--- src/rtl/layer_header_pkg.sv ---
// Layer header store layout and sequencer state encoding.
package layer_header_pkg;

  // Register indices within one layer header
  localparam logic [2:0] REG_FLAGS  = 3'd0;
  localparam logic [2:0] REG_WIDTH  = 3'd1;
  localparam logic [2:0] REG_HEIGHT = 3'd2;
  localparam logic [2:0] REG_XPOS   = 3'd3;
  localparam logic [2:0] REG_YPOS   = 3'd4;
  localparam logic [2:0] REG_XVEL   = 3'd5;
  localparam logic [2:0] REG_YVEL   = 3'd6;
  localparam logic [2:0] REG_FRAME  = 3'd7;

  // Bit positions within the FLAGS register
  localparam int unsigned FLAG_POPULATED = 0;
  localparam int unsigned FLAG_SPRITE    = 1;
  localparam int unsigned FLAG_HIDDEN    = 2;
  localparam int unsigned FLAG_ANIMATED  = 3;

  typedef enum logic [3:0] {
    ST_IDLE,
    ST_RD_FLAGS,
    ST_RD_XPOS,
    ST_RD_XVEL,
    ST_WR_XPOS,
    ST_RD_YPOS,
    ST_RD_YVEL,
    ST_WR_YPOS,
    ST_RD_FRAME,
    ST_WR_FRAME,
    ST_DONE
  } seq_state_e;

endpackage

--- src/rtl/layer_update_alu.sv ---
// Combinational update arithmetic: position += velocity >>> VEL_SHIFT,
// and animation frame advance with wrap to zero.
module layer_update_alu #(
  parameter int unsigned VEL_SHIFT = 6
) (
  input  logic [15:0] pos_i,
  input  logic [15:0] vel_i,
  input  logic [15:0] frame_i,
  output logic [15:0] pos_o,
  output logic [15:0] frame_o
);

  logic signed [15:0] vel_shifted;
  logic [7:0]         num;
  logic [7:0]         cur;
  logic [8:0]         cur_inc;

  // Wrapping 16-bit position update and frame counter advance
  always_comb begin
    vel_shifted = $signed(vel_i) >>> VEL_SHIFT;
    pos_o       = pos_i + $unsigned(vel_shifted);

    num     = frame_i[7:0];
    cur     = frame_i[15:8];
    // 9-bit increment so cur=255 still compares as past the end
    cur_inc = {1'b0, cur} + 9'd1;
    if ((num <= 8'd1) || (cur_inc >= {1'b0, num})) begin
      frame_o = {8'h00, num};
    end else begin
      frame_o = {cur_inc[7:0], num};
    end
  end

endmodule

--- src/rtl/layer_motion_sequencer.sv ---
// Per-frame layer sweep: applies sprite velocity and animation advance through
// the header store controller port, sharing that port with host accesses.
module layer_motion_sequencer
  import layer_header_pkg::*;
#(
  parameter int unsigned NUM_LAYERS = 32,
  parameter int unsigned LAYER_BITS = 5,
  parameter int unsigned VEL_SHIFT  = 6
) (
  input  logic                  clk,
  input  logic                  reset,
  input  logic                  frameStart,
  input  logic                  hostReq,
  input  logic                  hostWriteEn,
  input  logic [LAYER_BITS-1:0] hostLayer,
  input  logic [2:0]            hostRegIndex,
  input  logic [15:0]           hostWriteData,
  output logic                  hostGrant,
  output logic [15:0]           hostReadData,
  input  logic [15:0]           ctrlReadData,
  output logic [LAYER_BITS-1:0] ctrlReadWriteLayer,
  output logic [2:0]            layerRegisterIndex,
  output logic [15:0]           writeLayerData,
  output logic                  writeLayerEn,
  output logic                  busy,
  output logic                  sweepDone,
  output logic                  overrun
);

  seq_state_e            state_q, state_d;
  logic [LAYER_BITS-1:0] layer_q, layer_d;
  logic                  anim_q, anim_d;
  logic [15:0]           data_q, data_d;
  logic [15:0]           vel_q, vel_d;

  logic                  last_layer;
  logic                  grant_raw;
  logic                  port_we;
  logic [15:0]           alu_pos;
  logic [15:0]           alu_frame;

  assign last_layer = (layer_q == LAYER_BITS'(NUM_LAYERS - 1));

  layer_update_alu #(
    .VEL_SHIFT (VEL_SHIFT)
  ) u_alu (
    .pos_i   (data_q),
    .vel_i   (vel_q),
    .frame_i (data_q),
    .pos_o   (alu_pos),
    .frame_o (alu_frame)
  );

  // State register and captured read data
  always_ff @(posedge clk) begin
    if (!reset) begin
      state_q <= ST_IDLE;
      layer_q <= '0;
      anim_q  <= 1'b0;
      data_q  <= '0;
      vel_q   <= '0;
    end else begin
      state_q <= state_d;
      layer_q <= layer_d;
      anim_q  <= anim_d;
      data_q  <= data_d;
      vel_q   <= vel_d;
    end
  end

  // Next-state logic and header store port drive
  always_comb begin
    state_d            = state_q;
    layer_d            = layer_q;
    anim_d             = anim_q;
    data_d             = data_q;
    vel_d              = vel_q;
    grant_raw          = 1'b0;
    port_we            = 1'b0;
    ctrlReadWriteLayer = layer_q;
    layerRegisterIndex = REG_FLAGS;
    writeLayerData     = '0;

    case (state_q)
      ST_IDLE: begin
        ctrlReadWriteLayer = '0;
        if (frameStart) begin
          state_d = ST_RD_FLAGS;
          layer_d = '0;
        end else if (hostReq) begin
          grant_raw          = 1'b1;
          ctrlReadWriteLayer = hostLayer;
          layerRegisterIndex = hostRegIndex;
          writeLayerData     = hostWriteData;
          port_we            = hostWriteEn;
        end
      end
      ST_RD_FLAGS: begin
        anim_d = ctrlReadData[FLAG_ANIMATED];
        if (ctrlReadData[FLAG_POPULATED] && ctrlReadData[FLAG_SPRITE]) begin
          state_d = ST_RD_XPOS;
        end else if (last_layer) begin
          state_d = ST_DONE;
        end else begin
          layer_d = layer_q + 1'b1;
        end
      end
      ST_RD_XPOS: begin
        layerRegisterIndex = REG_XPOS;
        data_d             = ctrlReadData;
        state_d            = ST_RD_XVEL;
      end
      ST_RD_XVEL: begin
        layerRegisterIndex = REG_XVEL;
        vel_d              = ctrlReadData;
        state_d            = ST_WR_XPOS;
      end
      ST_WR_XPOS: begin
        layerRegisterIndex = REG_XPOS;
        writeLayerData     = alu_pos;
        port_we            = 1'b1;
        state_d            = ST_RD_YPOS;
      end
      ST_RD_YPOS: begin
        layerRegisterIndex = REG_YPOS;
        data_d             = ctrlReadData;
        state_d            = ST_RD_YVEL;
      end
      ST_RD_YVEL: begin
        layerRegisterIndex = REG_YVEL;
        vel_d              = ctrlReadData;
        state_d            = ST_WR_YPOS;
      end
      ST_WR_YPOS: begin
        layerRegisterIndex = REG_YPOS;
        writeLayerData     = alu_pos;
        port_we            = 1'b1;
        if (anim_q) begin
          state_d = ST_RD_FRAME;
        end else if (last_layer) begin
          state_d = ST_DONE;
        end else begin
          state_d = ST_RD_FLAGS;
          layer_d = layer_q + 1'b1;
        end
      end
      ST_RD_FRAME: begin
        layerRegisterIndex = REG_FRAME;
        data_d             = ctrlReadData;
        state_d            = ST_WR_FRAME;
      end
      ST_WR_FRAME: begin
        layerRegisterIndex = REG_FRAME;
        writeLayerData     = alu_frame;
        port_we            = 1'b1;
        if (last_layer) begin
          state_d = ST_DONE;
        end else begin
          state_d = ST_RD_FLAGS;
          layer_d = layer_q + 1'b1;
        end
      end
      ST_DONE: begin
        ctrlReadWriteLayer = '0;
        state_d            = ST_IDLE;
      end
      default: begin
        state_d = ST_IDLE;
      end
    endcase
  end

  // Status and host-side outputs; reset blocks any write or grant in its cycle
  always_comb begin
    busy         = (state_q != ST_IDLE) && (state_q != ST_DONE);
    sweepDone    = (state_q == ST_DONE);
    overrun      = frameStart && busy;
    hostGrant    = grant_raw && reset;
    writeLayerEn = port_we && reset;
    hostReadData = hostGrant ? ctrlReadData : '0;
  end

endmodule

--- config.mk ---
export PLATFORM = sky130hd
export DESIGN_NAME = layer_motion_sequencer
export DESIGN_NICKNAME = d
export VERILOG_FILES = /design/src/rtl/layer_header_pkg.sv /design/src/rtl/layer_update_alu.sv /design/src/rtl/layer_motion_sequencer.sv
export SDC_FILE = /design/constraint.sdc
export NUM_CORES = 1
export LEC_CHECK = 0
export CORE_UTILIZATION = 46
export CTS_BUF_LIST = sky130_fd_sc_hd__clkbuf_4
export DETAILED_ROUTE_END_ITERATION = 8
export PLACE_DENSITY = 0.84
export SKIP_CTS_REPAIR_TIMING = 1
export SLEW_MARGIN = 25
export SYNTH_ARGS = -nofsm -noshare
export SYNTH_HDL_FRONTEND = slang
export SYNTH_SLANG_ARGS = --single-unit
--- constraint.sdc ---
create_clock -name clk -period 2.52 [get_ports clk]
set_clock_uncertainty 0.1 [all_clocks]
set_input_delay 0.504 -clock clk [delete_from_list [all_inputs] [get_ports clk]]
set_output_delay 0.504 -clock clk [all_outputs]
set_load 0.01 [all_outputs]
==> summary.txt <==
=================================================================================
Antenna Nets Post-Route                                                         0
Die Area                                                             0.007619 mm²
Ratio of cells with drive above 1 in the final layout                      38.37%
Via density per instance                                                    5.940
Final clock period utilization by the worst path                           128.5%
Clock buffer count from CTS                                                     5
Failing checks                                                       setup timing
Status                                                               finished, violations left
Async set or reset register ratio after synthesis                              0%
Number of global-route vias before repair                                    3671
GR Util met2                                                               52.70%
Pwr dens                                                             562.3 mW/mm²
Post-placement cell area                                             0.005170 mm²
Highest Clock Rate                                                     0.3089 GHz
Cell Area, Synth                                                     0.003346 mm²
Growth of design area from synthesis to finish                             70.16%
Tot GR Track Use                                                           29.44%
Met1 track utilization from global routing                                 36.72%
Final Max Slew Viols                                                            0
Hold violation count in the final report                                        0
Total of endpoints with negative setup slack in the final report               24
Ys flop type                                                         sky130_fd_sc_hd__dfxtp_1
Setup TNS after final layout                                            -6.441 ns
Number of cells on the worst hold path                                          2
Endpoint type of the worst setup path                                  output pin
Largest net degree at the start of global routing                              31
Bufs on Longest Clock Path                                                      2
Syn Nets                                                                      479
Reported leakage power                                                0.002919 µW
Peak supply drop                                                        0.3653 mV
Y dimension of the die                                                   87.29 µm
Antenna diode count                                                             0
Reg2Reg Depth                                                                   9
Most common library cell in the layout ignoring fill and taps        sky130_fd_sc_hd__buf_4
Starting density of the core                                               48.44%
Beginning of the worst register-to-register path                     layer_q[0]$_SDFFE_PN0P_
Worst r2r dst                                                        layer_q[3]$_SDFFE_PN0P_
Unrepaired setup endpoints after global routing                               yes
Max-capacitance violation count                                                 0
Fraction of synthesized cell area taken by the top area cell type          21.54%
Area of the core                                                     0.006907 mm²
Port Buffer Count                                                              89
CTS Root Cell                                                        sky130_fd_sc_hd__clkbuf_4
Multi-input logic area                                               0.002877 mm²
Number of synthesized register bits                                            36
Total vias in the final route                                                4146
Count of cell types in the netlist                                             66
Grt met3 use                                                               3.223%
Startpoint kind of the worst setup timing path                           register
Gr ovfl total                                                                   0
Placer congestion estimate                                                 0.9707
Number of flops mapped to enable cells by yosys                                 0
Antenna violations before repair                                                0
CP max FO                                                                       6
Cell count after synthesis                                                    407
Residual DRC                                                                    0
Post-detailed-placement half-perimeter wirelength                         8687 µm
Origin of the worst min-delay path                                   anim_q$_SDFFE_PN0P_
Sequential cell area fraction in the yosys report                          21.54%
Busiest layer in global routing                                              met2
Sinks on Clock Net                                                             36
Library cell with the largest summed area after synthesis            sky130_fd_sc_hd__dfxtp_1
Arrival time at the worst endpoint                                        2.63 ns
Deepest level of the CTS H-tree                                                 2
Final critical path time including I/O delays and setup                  3.238 ns
Worst min-delay path endpoint                                        anim_q$_SDFFE_PN0P_
Die W                                                                    87.29 µm
Headroom to the max-slew limit                                             70.05%
Clock latency of the later-clocked register in the worst-skew pair        0.35 ns
Mean post-synth cell area                                               8.220 µm²
Wire length of the first global-routing pass                             17530 µm
Worst-case register-to-register setup slack                               0.16 ns
Main area contributors after synthesis                               sky130_fd_sc_hd__dfxtp_1 22%, sky130_fd_sc_hd__ha_1 9.7%, sky130_fd_sc_hd__mux2i_1 8.7%
Required time of the critical path                                        1.92 ns
Setup ws final                                                         -0.7177 ns
Detailed-routing iteration count for the pre-antenna-repair pass                5
Std cell rows                                                                  30
Worst Max-Slew Pin Slew                                                 0.4476 ns
Classification of the worst-slack hold path                            reg -> reg
Final layout net count                                                        674
Count of synthesis-stage warnings from yosys                                    0
Reg clk slew, reported paths                                              0.11 ns
Clock tree from TritonCTS                                                    done
FILL cells                                                                    408
Crit Path Class                                                        reg -> out
First-iteration detailed-routing DRC count                                    253
Final cell area excluding filler cells                               0.005693 mm²
Aggregate routed wire length                                             13430 µm
Core occupancy in the finished layout                                      82.43%
Wire length per cell after detailed routing                              19.23 µm
# IOs                                                                          90
Flip-flop and latch area                                                754.5 µm²
Leading cell types in the layout, fill and taps excluded             107 x sky130_fd_sc_hd__buf_4, 43 x sky130_fd_sc_hd__clkdlybuf4s50_1, 29 x sky130_fd_sc_hd__mux2i_1, 29 x sky130_fd_sc_hd__nor2b_1, 25 x sky130_fd_sc_hd__nand2_1
=================================================================================
==> flip-flops by register name, summed over array words and instances, names as in the netlist <==
signal,cells
data_q,16
vel_q,10
layer_q,5
state_q,4
anim_q,1
==> worst max-delay path: stages (launching register included) <==
cell,delay (ns)
sky130_fd_sc_hd__dfxtp_4,0.41
sky130_fd_sc_hd__ha_4,0.19
sky130_fd_sc_hd__xor2_2,0.20
sky130_fd_sc_hd__ha_1,0.25
sky130_fd_sc_hd__o21a_1,0.15
sky130_fd_sc_hd__o21ai_1,0.10
sky130_fd_sc_hd__o21a_1,0.20
sky130_fd_sc_hd__o311a_1,0.37
sky130_fd_sc_hd__a221oi_2,0.19
sky130_fd_sc_hd__nand2_1,0.08
sky130_fd_sc_hd__buf_2,0.14
==> logic make-up after synthesis <==
| kind of cell | share of synthesized area, % |
|---|---|
| XOR/XNOR | 4.712 |
| AO/OA/AOI/OAI | 25.47 |
| AND/OR/NAND/NOR | 23.93 |
| adder cells (fa/ha/maj) | 10.32 |
| flip-flops | 21.54 |
| buffers and inverters | 5.011 |
| multiplexers | 9.013 |
==> through the flow <==
step           power, µW  setup slack, ns  hold WS, ns  std cells
3_5_place_dp        2511          -0.6980       0.3841        673
4_1_cts             2805           -1.093       0.4065        680
5_1_grt             3366          -0.7947       0.4474        698
2_1_floorplan       1682         -0.03719       0.3567        407
3_3_place_gp        2451          -0.6538       0.3769        673
6_report            3201          -0.7177       0.4099        698
==> cell type report <==
cell class	count	area share, %
Inverter	16	1.099
Tap cell	96	2.110
Timing Repair Buffer	209	32.22
Clock inverter	2	0.1319
Multi-Input combinational cell	334	50.53
Sequential cell	36	13.25
Clock buffer	5	0.6593
==> power breakdown <==
group | switching (µW) | leakage [µW] | internal (µW)
Combinational | 1050 | 0.00259 | 1090
Clock | 202 | 0.0000261 | 97.5
Sequential | 101 | 0.000301 | 657
==> synth_stat cells (3+ instances only) <==
| cell type | instances |
|---|---|
| sky130_fd_sc_hd__clkbuf_1 | 9 |
| sky130_fd_sc_hd__and2_1 | 6 |
| sky130_fd_sc_hd__o21ai_0 | 18 |
| sky130_fd_sc_hd__a211oi_1 | 6 |
| sky130_fd_sc_hd__xor2_1 | 9 |
| sky130_fd_sc_hd__a21o_1 | 7 |
| sky130_fd_sc_hd__buf_2 | 8 |
| sky130_fd_sc_hd__o21bai_1 | 3 |
| sky130_fd_sc_hd__nand2b_1 | 6 |
| sky130_fd_sc_hd__nor2b_1 | 31 |
| sky130_fd_sc_hd__mux2i_1 | 29 |
| sky130_fd_sc_hd__a21oi_1 | 17 |
| sky130_fd_sc_hd__nor2_1 | 17 |
| sky130_fd_sc_hd__o21a_1 | 4 |
| sky130_fd_sc_hd__a22oi_1 | 8 |
| sky130_fd_sc_hd__a21boi_0 | 3 |
| sky130_fd_sc_hd__nor3_1 | 9 |
| sky130_fd_sc_hd__inv_1 | 15 |
| sky130_fd_sc_hd__a221o_1 | 7 |
| sky130_fd_sc_hd__xnor2_1 | 9 |
| sky130_fd_sc_hd__dfxtp_1 | 36 |
| sky130_fd_sc_hd__and3_1 | 24 |
| sky130_fd_sc_hd__ha_1 | 26 |
| sky130_fd_sc_hd__o21ai_1 | 4 |
| sky130_fd_sc_hd__nand2_1 | 26 |
| sky130_fd_sc_hd__a22o_1 | 5 |
| sky130_fd_sc_hd__nand3_1 | 11 |
| sky130_fd_sc_hd__o211ai_1 | 5 |
==> worst max-delay path by stage <==
stage                            start                  to  slack (ns)  cells after the start
2_1_floorplan  data_q[10]$_SDFFE_PN0P_  writeLayerData[11]       -0.04                     10
3_3_place_gp    data_q[8]$_SDFFE_PN0P_  writeLayerData[11]       -0.65                     10
3_5_place_dp    data_q[8]$_SDFFE_PN0P_  writeLayerData[11]       -0.70                     11
4_1_cts        data_q[10]$_SDFFE_PN0P_  writeLayerData[11]       -1.09                     11
5_1_grt         data_q[8]$_SDFFE_PN0P_  writeLayerData[11]       -0.79                     10
6_report        data_q[8]$_SDFFE_PN0P_  writeLayerData[14]       -0.72                     10
==> metal layers <==
| metal | wire length, µm | vias to the layer above |
|---|---|---|
| met4 | 533 | 0 |
| met5 | 0 | - |
| met3 | 736 | 55 |
| met2 | 6648 | 203 |
| li1 | - | 1900 |
| met1 | 5507 | 1988 |
Note: power is estimated with default switching activity, not from simulation.
